## src/rtl/seg_scan_counter.sv

```systemverilog
// seg_scan_counter: enable-gated BCD up/down counter with a multiplexed,
// active-low seven-segment scan output.
//
// Optional build macro: SEG_BLANK_LEADING_EN blanks leading-zero digits
// (digit 0 is always shown). When the macro is undefined, every digit is
// displayed, including leading zeros.
module seg_scan_counter #(
  parameter int unsigned DIGITS      = 6,
  parameter int unsigned TICK_CYCLES = 2_500_000,
  parameter int unsigned SCAN_CYCLES = 50_000
) (
  input  logic              clk,
  input  logic              rst,
  input  logic              en,
  input  logic              up,
  input  logic              clr,
  output logic [DIGITS-1:0] sel,
  output logic [7:0]        seg,
  output logic              wrap
);

  localparam int unsigned TW = (TICK_CYCLES > 1) ? $clog2(TICK_CYCLES) : 1;
  localparam int unsigned SW = (SCAN_CYCLES > 1) ? $clog2(SCAN_CYCLES) : 1;
  localparam int unsigned IW = (DIGITS > 1)      ? $clog2(DIGITS)      : 1;

  localparam logic [TW-1:0]     TICK_LAST = TW'(TICK_CYCLES - 1);
  localparam logic [SW-1:0]     SCAN_LAST = SW'(SCAN_CYCLES - 1);
  localparam logic [IW-1:0]     IDX_LAST  = IW'(DIGITS - 1);
  localparam logic [DIGITS-1:0] SEL_RST   = ~(DIGITS'(1));

  // Active-low segment code {dp,g,f,e,d,c,b,a}; dp is always off.
  function automatic logic [7:0] seg_code(input logic [3:0] d);
    logic [7:0] c;
    case (d)
      4'd0:    c = 8'hC0;
      4'd1:    c = 8'hF9;
      4'd2:    c = 8'hA4;
      4'd3:    c = 8'hB0;
      4'd4:    c = 8'h99;
      4'd5:    c = 8'h92;
      4'd6:    c = 8'h82;
      4'd7:    c = 8'hF8;
      4'd8:    c = 8'h80;
      4'd9:    c = 8'h90;
      default: c = 8'hFF;
    endcase
    return c;
  endfunction

  logic [TW-1:0]            tick_cnt_q, tick_cnt_d;
  logic [DIGITS-1:0][3:0]   digits_q, digits_d;
  logic [DIGITS-1:0][3:0]   bcd_step;
  logic                     wrap_q, wrap_d;
  logic                     tick;
  logic                     carry;

  logic [SW-1:0]            scan_cnt_q, scan_cnt_d;
  logic [IW-1:0]            idx_q, idx_d;
  logic [DIGITS-1:0]        sel_q, sel_d;
  logic [7:0]               seg_q, seg_d;
  logic                     scan_last;

  // Tick generation: counter only moves while enabled; clear overrides it.
  always_comb begin
    tick       = en && (tick_cnt_q == TICK_LAST) && !clr;
    tick_cnt_d = tick_cnt_q;
    if (clr) begin
      tick_cnt_d = '0;
    end else if (en) begin
      tick_cnt_d = (tick_cnt_q == TICK_LAST) ? '0 : tick_cnt_q + TW'(1);
    end
  end

  // Decimal increment/decrement ripple; a carry out of the top digit is a wrap.
  always_comb begin
    bcd_step = digits_q;
    carry    = 1'b1;
    for (int unsigned i = 0; i < DIGITS; i++) begin
      if (carry) begin
        if (up) begin
          if (digits_q[i] == 4'd9) begin
            bcd_step[i] = 4'd0;
          end else begin
            bcd_step[i] = digits_q[i] + 4'd1;
            carry       = 1'b0;
          end
        end else begin
          if (digits_q[i] == 4'd0) begin
            bcd_step[i] = 4'd9;
          end else begin
            bcd_step[i] = digits_q[i] - 4'd1;
            carry       = 1'b0;
          end
        end
      end
    end
  end

  // Next digit value and wrap pulse; tick already excludes clear.
  always_comb begin
    digits_d = digits_q;
    wrap_d   = 1'b0;
    if (clr) begin
      digits_d = '0;
    end else if (tick) begin
      digits_d = bcd_step;
      wrap_d   = carry;
    end
  end

`ifdef SEG_BLANK_LEADING_EN
  logic [DIGITS-1:0] hi_zero;

  // hi_zero[i]: digit i and every digit above it are zero.
  always_comb begin
    hi_zero = '0;
    hi_zero[DIGITS-1] = (digits_q[DIGITS-1] == 4'd0);
    for (int unsigned k = 1; k < DIGITS; k++) begin
      hi_zero[DIGITS-1-k] = hi_zero[DIGITS-k] && (digits_q[DIGITS-1-k] == 4'd0);
    end
  end
`endif

  // Free-running scan: index, select and segment code change together, with
  // the code taken from the newly selected digit's current value.
  always_comb begin
    scan_last  = (scan_cnt_q == SCAN_LAST);
    scan_cnt_d = scan_last ? '0 : scan_cnt_q + SW'(1);
    idx_d      = idx_q;
    sel_d      = sel_q;
    seg_d      = seg_q;
    if (scan_last) begin
      idx_d        = (idx_q == IDX_LAST) ? '0 : idx_q + IW'(1);
      sel_d        = '1;
      sel_d[idx_d] = 1'b0;
      seg_d        = seg_code(digits_q[idx_d]);
`ifdef SEG_BLANK_LEADING_EN
      if ((idx_d != '0) && hi_zero[idx_d]) begin
        seg_d = 8'hFF;
      end
`endif
    end
  end

  // Counter state registers.
  always_ff @(posedge clk or negedge rst) begin
    if (!rst) begin
      tick_cnt_q <= '0;
      digits_q   <= '0;
      wrap_q     <= 1'b0;
    end else begin
      tick_cnt_q <= tick_cnt_d;
      digits_q   <= digits_d;
      wrap_q     <= wrap_d;
    end
  end

  // Scan state registers, independent of enable and clear.
  always_ff @(posedge clk or negedge rst) begin
    if (!rst) begin
      scan_cnt_q <= '0;
      idx_q      <= '0;
      sel_q      <= SEL_RST;
      seg_q      <= 8'hC0;
    end else begin
      scan_cnt_q <= scan_cnt_d;
      idx_q      <= idx_d;
      sel_q      <= sel_d;
      seg_q      <= seg_d;
    end
  end

  assign sel  = sel_q;
  assign seg  = seg_q;
  assign wrap = wrap_q;

endmodule

```

## config.mk

```make
export PLATFORM = sky130hd
export DESIGN_NAME = seg_scan_counter
export DESIGN_NICKNAME = d
export VERILOG_FILES = /design/src/rtl/seg_scan_counter.sv
export SDC_FILE = /design/constraint.sdc
export NUM_CORES = 1
export LEC_CHECK = 0
export CORE_ASPECT_RATIO = 1.1
export CORE_UTILIZATION = 59
export DETAILED_ROUTE_END_ITERATION = 8
export HOLD_SLACK_MARGIN = 0.06
export PLACE_DENSITY = 0.84
export SLEW_MARGIN = 15
export SYNTH_ARGS = -nofsm -noshare
export SYNTH_HDL_FRONTEND = slang
export SYNTH_SLANG_ARGS = --single-unit
```

## constraint.sdc

```tcl
create_clock -name clk -period 3.5 [get_ports clk]
set_clock_uncertainty 0.05 [all_clocks]
set_input_delay 1.05 -clock clk [delete_from_list [all_inputs] [get_ports clk]]
set_output_delay 1.05 -clock clk [all_outputs]
set_load 0.03 [all_outputs]
```

==> flow_summary.ini, run 1 <==
[run_status]
status = complete, no violations

[sta]
min_period_ps = 2790
fmax_mhz = 358
tightest_slew_ps = 985
finalMaxSlewViolations = 0
final-setup-viol-count = 0
fin_crit_sh_pct = 79.8
hold_viol = 0
rsz0062_at_grt = no
maxSlewHeadroom_pct = 34.3
fin_setup_tns_ps = 0

[global_routing]
met2_usage_pct = 45.7
grt_pass1_wl_mm = 20.3
grt_util_met1_pct = 36.8
gr-usage-all-layers_pct = 27.7
grt_remaining_overflow = 0
use_met3_pct = 4.09
grt_start_max_net_pins = 80
grt_pass1_vias = 4372
antenna_found_initial = 0
busiest_layer = met2

[yosys]
syn_nets = 603
ys_ff_latch = 79
synth_cells = 593
synth_area_leaders = dfrtp_1 (36%), nor2_1 (4.5%), clkbuf_1 (3.2%), a21oi_1 (3.2%), dfstp_2 (3.1%)
synthDistinctLibCells = 62
synth_edf_count = 0
syn_area_um2 = 5050
synth_top_area_share_pct = 36.1
synth_top_cell_by_area = dfrtp_1
yosysSeqAreaShare_pct = 39.3
synth_ff_type = dfrtp_1
ys_top_cells_by_count = dfrtp_1 (73), nor2_1 (60), clkbuf_1 (43), nand2_1 (35), a21oi_1 (32)
async_flop_share_pct = 100
yosys_warnings = 0
synthMostInstantiatedCell = dfrtp_1
avgSynthCellArea_um2 = 8.52

[floorplanning]
core-area_um2 = 8360
start_util_pct = 60.4
ios = 20
rows = 35
die_h_um = 99.1
dieArea_um2 = 8940
die_w_um = 90.3

[min_path]
worstHoldPathCells = 2
min_delay_worst_endpoint = sel[5]$_DFFE_PN1N_
hold_start = sel[5]$_DFFE_PN1N_
holdCritPathClass = reg -> reg

[worst_setup_path]
crit_path_max_fanout = 12
r2r_cells = 9
worstPathArrival_ps = 2990
r2r_end = seg[1]$_DFFE_PN0N_
end_kind = flip-flop
startpoint_type = flip-flop
worstPathRequired_ps = 3690
crit_type = reg -> reg
r2r_start = idx_q[0]$_DFFE_PN0N_
reg2reg_slack_ps = 710

[route]
routed_wl_mm = 11.7
via_count = 4620
drt-pass1-iter-count = 5
drc = 0
drtIter0Drc = 555
routedWlPerCell_um = 16.7
ant_nets = 0
viasPerCell = 6.60

[pwr]
leakagePower_nw = 2.15
p_per_area_nw_per_um2 = 318
peakVddDrop_v = 0.000164

[cells_and_area]
area_delta_synth_final_pct = 8.12
finalNonFillerCells = 700
final_util_pct = 65.3
nets = 594
drive_gt1_share_pct = 8.32
diodes = 0

[placed_design]
dp.cells = 684
hpwl_mm = 7.82
io_buffer_count = 18
place.gp.congestion = 0.916

[clock_tree]
path_clk_slew_ps = 90
h-tree-depth = 3
root_buffer = clkbuf_8
clock-sinks = 79
clk_path_buf_depth = 2
tritoncts = done
cts-resized-gates = 0
worstSkewPairLatency_ps = 360
cts_hold_buf = 0
numCtsBuffers = 9
cts_setup_buffers = 0

[run]
max_cap_viol_count = 0
power by group:
part,leakage (nW),internal [mW],switching [mW],total (mW)
logic,0.979,0.0309,0.0749,0.106
clock network,0.101,0.338,0.374,0.713
registers,1.07,0.916,0.00460,0.920
total,2.15,1.29,0.454,1.74
worst max-delay path by stage:
stage                               from                  endpoint  slack (ps)  depth (start not counted)
floorplan                             up  digits_q[15]$_DFFE_PN0P_         660                          7
global placement                      up   digits_q[7]$_DFFE_PN0P_         510                          6
detailed placement                    up   digits_q[7]$_DFFE_PN0P_         450                          6
CTS                 idx_q[0]$_DFFE_PN0N_        seg[1]$_DFFE_PN0N_         740                          9
global route        idx_q[0]$_DFFE_PN0N_        seg[1]$_DFFE_PN0N_         530                          9
finish              idx_q[0]$_DFFE_PN0N_        seg[1]$_DFFE_PN0N_         710                          9
final cells by class:
type	count	area, um^2
Clock inverter	7	77.6
Inverter	16	60.1
Sequential cell	79	1980
Timing Repair Buffer	31	270
Tap cell	111	139
Fill cell	681	2900
Multi-Input combinational cell	447	2810
Clock buffer	9	124
through the flow:
stage	area [um^2]	power, mW	hold slack [ps]	setup slack (ps)
final	5470	1.74	442	706
after global routing	5470	1.80	464	526
after floorplan	5050	0.999	405	657
after CTS	5470	1.74	447	743
after detailed placement	5260	1.04	433	452
after global placement	5260	1.04	422	507
cells by family (layout without fill, tap and decap cells):
logic type	Yosys count	after routing	share of synthesized area (%)
buffers and inverters	67	63	5.15
other	1	1	0.0742
AOI/OAI and AO/OA	148	148	19.8
and+or+nand+nor	251	251	26.9
DFF	79	79	39.3
adders and majority gates	5	5	1.24
xor gates and xnor gates	34	34	5.89
muxes	8	8	1.66
metal layers:
metal	wire length, um	vias up
met1	5110	2227
met3	654	29
li1	-	2171
met5	0	-
met2	5690	193
met4	246	0
registers in the layout, summed over array words and instances (netlist names):
signal and cells:
digits_q 24, tick_cnt_q 22, scan_cnt_q 16, seg 7, sel 6, idx_q 3, wrap 1
critical path, cell delays in order, from the launching register on:
cell and delay, ps:
dfrtp_1 650, inv_1 240, a221o_1 390, a22oi_1 450, inv_1 140, ha_1 270
a31oi_1 140, o21ai_0 100, o2111ai_1 120, o211ai_1 120
cell usage in the layout, fill, tap and decap left out, types with 4 or more instances in the layout:
cell type and n:
nor4_1 13, inv_1 16, buf_4 14, clkbuf_8 9
o41ai_1 5, o21bai_1 4, nand4_1 24, ha_1 5
nand3_1 28, nand2_1 35, dfstp_2 6, a211o_1 4
a211oi_1 6, a21oi_1 32, mux2i_1 5, a22o_1 5
clkdlybuf4s50_1 16, inv_6 4, nor3_1 20, and3_1 10
or4_1 9, dfrtp_1 73, xor2_1 16, and2_1 7
a31oi_1 14, a22oi_1 7, nand2b_1 5, o21ai_0 31
or3_1 9, xnor2_1 18, and4_1 4, o31ai_1 10
o31a_1 5, nor2b_1 6, nor2_1 60, nor4b_1 4
Power figures use the tool's default switching activity.
==> run 2, diff against run 1 <==
--- a/config.mk
+++ b/config.mk
@@ -6,10 +6,10 @@
 export NUM_CORES = 1
 export LEC_CHECK = 0
 export CORE_ASPECT_RATIO = 1.1
-export CORE_UTILIZATION = 59
+export CORE_UTILIZATION = 56
 export DETAILED_ROUTE_END_ITERATION = 8
 export HOLD_SLACK_MARGIN = 0.06
-export PLACE_DENSITY = 0.84
+export PLACE_DENSITY = 0.83
 export SLEW_MARGIN = 15
 export SYNTH_ARGS = -nofsm -noshare
 export SYNTH_HDL_FRONTEND = slang
==> constraint.sdc (replaced) <==
create_clock -name clk -period 2.45 [get_ports clk]
set_clock_uncertainty 0.05 [all_clocks]
set_input_delay 0.735 -clock clk [delete_from_list [all_inputs] [get_ports clk]]
set_output_delay 0.735 -clock clk [all_outputs]
set_load 0.03 [all_outputs]
==> run 2 against run 1 <==
Compared with the run above:
- global-route usage grew 0.47 points
- count of clock-buffer cells in the layout is the same
- clock power grew 32%
- sequential share of layout area shrank 2.9 points
- wire length grew 9.7%
- total power grew 41%
- utilization grew 1.9 points
- via count grew 5.2%
- worst setup slack lost 640 ps
- first-iteration DRC count shrank 27%
- maximum frequency grew 17%
- sequential power grew 42%
- critical path type unchanged
- critical endpoint is now digits_q[16]$_DFFE_PN0P_
==> flow_summary.ini, run 2 (synthesis results as in run 1) <==
[global_routing]
grt_pass1_wl_mm = 21.0
antenna_found_initial = 0
grt_remaining_overflow = 0
grt_pass1_vias = 4584
gr-usage-all-layers_pct = 28.2
grt_start_max_net_pins = 51

[floorplanning]
die_w_um = 92.6
core-area_um2 = 8830
rows = 36
ios = 20
dieArea_um2 = 9410
start_util_pct = 57.3
die_h_um = 102

[clock_tree]
numCtsBuffers = 9
root_buffer = clkbuf_8
worstSkewPairLatency_ps = 380
h-tree-depth = 3
path_clk_slew_ps = 100
clk_path_buf_depth = 2
clock-sinks = 79
tritoncts = done

[route]
routed_wl_mm = 12.8
via_count = 4862
routedWlPerCell_um = 16.9
drtIter0Drc = 407
ant_nets = 0
drc = 0
drt-pass1-iter-count = 6
viasPerCell = 6.41

[cells_and_area]
final_common_cell = dfrtp_1
largest_registers = digits_q (24), tick_cnt_q (22), scan_cnt_q (16)
top_register = digits_q
largest_register_ffs = 24
area_delta_synth_final_pct = 17.5
nets = 650
final_cell_mix = dfrtp_1 (72), buf_4 (69), nor2_1 (59), nand2_1 (35), o21ai_0 (30)
drive_gt1_share_pct = 18.6
diodes = 0

[min_path]
holdCritPathClass = in -> async

[sta]
tightest_slew_ps = 633
finalMaxSlewViolations = 0
fmax_mhz = 420
hold_viol = 0
rsz0062_at_grt = yes
whs_ps = 322
fin_setup_tns_ps = 0
maxSlewHeadroom_pct = 57.8
final-setup-viol-count = 0
fin_crit_sh_pct = 97.3
min_period_ps = 2380

[worst_setup_path]
worstPathRequired_ps = 2700
worst-path-buf-inv = 1
cp_slowest_cell = or4b_4
crit_path_max_fanout = 22
path_cells = or4b_4 -> nor4_4 -> nand4_2 -> buf_12 -> or4_4 -> a21oi_2
end_kind = flip-flop
worstPathArrival_ps = 2640
path_delay_family = simple AND/OR/NAND/NOR gates
crit_type = reg -> reg
startpoint_type = flip-flop
critPathMaxStageDelay_ps = 550

[run_status]
status = complete, no violations

[placed_design]
hpwl_mm = 9.22
io_buffer_count = 18
place.gp.congestion = 0.898

[pwr]
leakagePower_nw = 2.43
p_per_area_nw_per_um2 = 412
total_power_mw = 2.44
peakVddDrop_v = 0.000228

[run]
max_cap_viol_count = 0
run 2: changes by cell type in the layout (fill, tap and decap cells not counted), sizes merged:
cell    previous run  this run
bufinv             1         0
inv               20        21
buf               15        71
run 2: path summary, 6_finish.rpt:
check	start	to	slack, ps	cells after the start
setup / recovery	tick_cnt_q[12]$_DFFE_PN0P_	digits_q[16]$_DFFE_PN0P_	70	6
hold / removal	rst	scan_cnt_q[12]$_DFF_PN0_	320	1
setup reg to reg	tick_cnt_q[12]$_DFFE_PN0P_	digits_q[16]$_DFFE_PN0P_	70	6
hold reg to reg	seg[5]$_DFFE_PN0N_	seg[5]$_DFFE_PN0N_	440	2
max in group asynchronous	rst	digits_q[9]$_DFFE_PN0P_	1390	2
min in group clk	seg[5]$_DFFE_PN0N_	seg[5]$_DFFE_PN0N_	440	2
run 2: power by group:
group	switching (mW)	total (mW)	internal, mW
Sequential	0.00451	1.31	1.31
Clock	0.554	0.941	0.387
Combinational	0.118	0.191	0.0721
Total	0.677	2.44	1.77
run 2: cell type report:
class / count / area (um^2)
sequential: 79 / 1990
tap: 114 / 143
clock buffer: 9 / 124
inverter: 16 / 60.1
clock inverter: 7 / 60.1
timing repair buffer: 87 / 703
multi-input combinational: 447 / 2860
fill: 680 / 2890
run 2: worst register-to-register path, cell delays in order, from the launching register on:
cell	delay, ps
dfrtp_1	390
or4b_4	560
nor4_4	290
nand4_2	170
buf_12	200
or4_4	520
a21oi_2	150
run 2: metrics by stage:
stage / cells / setup slack [ps] / area [um^2] / utilization (%)
floorplan: 593 / -40.7 / 5060 / -
detailed placement: 742 / -110 / 5700 / 64.5
finish: 759 / 66.9 / 5940 / 67.3
global route: 759 / -4.91 / 5940 / 67.3
global placement: 742 / -45.1 / 5700 / 64.5
CTS: 758 / 35.7 / 5890 / 66.7
run 2: per-layer routing:
layer,vias up,track usage [%],wire (um)
li1,2294,-,-
met1,2335,34.9,5460
met2,195,47.4,6320
met3,38,4.05,675
met4,0,15.6,386
met5,-,0,0
run 2: what timing repair did:
action                                  CTS  global route
endpoints found under the setup margin   13             9
resized for setup                         2            13
buffers inserted                          0             1
hold buffers                              0             0
gates cloned                              0             0
pin swaps                                 0             4
==> run 3, diff against run 2 <==
--- a/config.mk
+++ b/config.mk
@@ -10,6 +10,7 @@
 export DETAILED_ROUTE_END_ITERATION = 8
 export HOLD_SLACK_MARGIN = 0.06
 export PLACE_DENSITY = 0.83
+export SETUP_SLACK_MARGIN = 0.15
 export SLEW_MARGIN = 15
 export SYNTH_ARGS = -nofsm -noshare
 export SYNTH_HDL_FRONTEND = slang
==> run 3 against run 2 <==
Compared with the run above:
- wire length rose by 7.7%
- largest power group unchanged
- worst hold slack lost 59 ps
- largest cell class unchanged
- global-route usage increased by 0.076 points
- critical path type unchanged
==> flow_summary.ini, run 3 (synthesis results as in run 1) <==
[run]
max_cap_viol_count = 0

[pwr]
p_per_area_nw_per_um2 = 395
p_switching_uw = 666
comb_power_share_pct = 8.0
p_seq_share_pct = 54.2
switching_share_pct = 27.5
total_power_mw = 2.42
leakagePower_nw = 2.53
p_int_mw = 1.76
peakVddDrop_v = 0.000254
clkPwrFrac_pct = 37.9

[cells_and_area]
final_cell_mix = buf_4 (73), dfrtp_1 (70), nor2_1 (60), nand2_1 (34), a21oi_1 (32)
final_common_cell = buf_4
nets = 659
diodes = 0
area_delta_synth_final_pct = 21.4
drive_gt1_share_pct = 21.6
top_register = digits_q
largest_registers = digits_q (24), tick_cnt_q (22), scan_cnt_q (16)
largest_register_ffs = 24
final_util_pct = 69.5

[sta]
fin_crit_sh_pct = 97.9
setup_ws_ps = 50.7
rsz0062_at_grt = yes
min_period_ps = 2400
final-setup-viol-count = 0
finalMaxSlewViolations = 0
fmax_mhz = 417
hold_viol = 0

[route]
drtIter0Drc = 438
routedWlPerCell_um = 18.0
drt-pass1-iter-count = 5
via_count = 5015
viasPerCell = 6.53
routed_wl_mm = 13.8
drc = 0
ant_nets = 0

[global_routing]
grt_pass1_vias = 4590
use_met3_pct = 5.78
grt_pass1_wl_mm = 21.0
grt_start_max_net_pins = 44
busiest_layer = met2
grt_util_met1_pct = 34.5
grt_remaining_overflow = 0
gr-usage-all-layers_pct = 28.2
antenna_found_initial = 0
met2_usage_pct = 47.8

[floorplanning]
dieArea_um2 = 9410
die_h_um = 102
core-area_um2 = 8830
ios = 20
start_util_pct = 57.3
rows = 36
die_w_um = 92.6

[worst_setup_path]
path_cells = buf_6 -> and3b_2 -> a221o_1 -> a22oi_2 -> inv_2 -> ha_2 -> a31oi_1 -> o21ai_0 -> o2111ai_1 -> o211ai_1
worstPathArrival_ps = 2600
startpoint_type = flip-flop
path_delay_family = compound AO/OA/AOI/OAI gates
worstPathRequired_ps = 2650
crit_type = reg -> reg
cp_slowest_cell = dfrtp_2
crit_path_max_fanout = 5
end_kind = flip-flop
worst-path-buf-inv = 2
critPathMaxStageDelay_ps = 400

[clock_tree]
root_buffer = clkbuf_8
numCtsBuffers = 9
path_clk_slew_ps = 90
h-tree-depth = 3
clock-sinks = 79
worstSkewPairLatency_ps = 380
tritoncts = done
clk_path_buf_depth = 2

[placed_design]
hpwl_mm = 9.06
io_buffer_count = 18
place.gp.congestion = 0.908
place_ws_ps = -125

[min_path]
holdCritPathClass = in -> async

[run_status]
status = complete, no violations
run 3: cell types whose count changed in the layout (fill, tap and decap cells not counted), sizes merged:
cell and change:
clkinv +3, clkbuf +1, clkdlybuf4s50 -6, buf +8, dlygate4sd2 +6, inv -3
run 3: per-stage QoR:
stage / setup TNS, ps / hold slack (ps) / std cells / cell area [um^2]
finish: 0 / 263 / 768 / 6140
global route: -53.1 / 297 / 768 / 6140
CTS: 0 / 276 / 761 / 5950
detailed placement: -1020 / 424 / 740 / 5730
global placement: 0 / 416 / 740 / 5730
floorplan: 0 / 389 / 593 / 5120
run 3: final timing paths:
kind / start / to / slack, ps / depth (start not counted)
min in group clk: scan_cnt_q[0]$_DFF_PN0_ / scan_cnt_q[0]$_DFF_PN0_ / 440 / 1
max in group asynchronous: rst / sel[4]$_DFFE_PN1N_ / 1430 / 2
hold reg to reg: scan_cnt_q[0]$_DFF_PN0_ / scan_cnt_q[0]$_DFF_PN0_ / 440 / 1
hold / removal: rst / scan_cnt_q[12]$_DFF_PN0_ / 260 / 1
setup reg to reg: idx_q[2]$_DFFE_PN0N_ / seg[1]$_DFFE_PN0N_ / 50 / 10
setup / recovery: idx_q[2]$_DFFE_PN0N_ / seg[1]$_DFFE_PN0N_ / 50 / 10
run 3: timing repair:
item | CTS | global route
gates resized for setup | 12 | 23
pin swaps | 3 | 7
endpoints found under the setup margin | 17 | 21
setup buffers | 5 | 6
cloned | 0 | 1
hold buffers | 0 | 0
run 3: layout make-up:
type                    instances  area [um^2]
multi-input cells             447         2960
fillers                       641         2690
flip-flops and latches         79         1990
repair buffers                 96          805
well taps                     114          143
clock buffers                   9          124
inverters                      16         60.1
clock inverters                 7         56.3
run 3: power by group through the flow:
stage	Clock [mW]	Combinational, mW	Sequential, mW
floorplan	0	0.0933	1.34
global placement	0	0.179	1.34
detailed placement	0	0.187	1.34
CTS	0.938	0.188	1.31
global route	0.990	0.211	1.31
finish	0.917	0.193	1.31
run 3: routing by layer:
layer | up-vias | wire length, um | share of wire [%]
met5 | - | 0 | 0
met4 | 0 | 370 | 2.7
met3 | 40 | 814 | 5.9
met2 | 210 | 7040 | 51
met1 | 2454 | 5620 | 41
li1 | 2311 | - | -
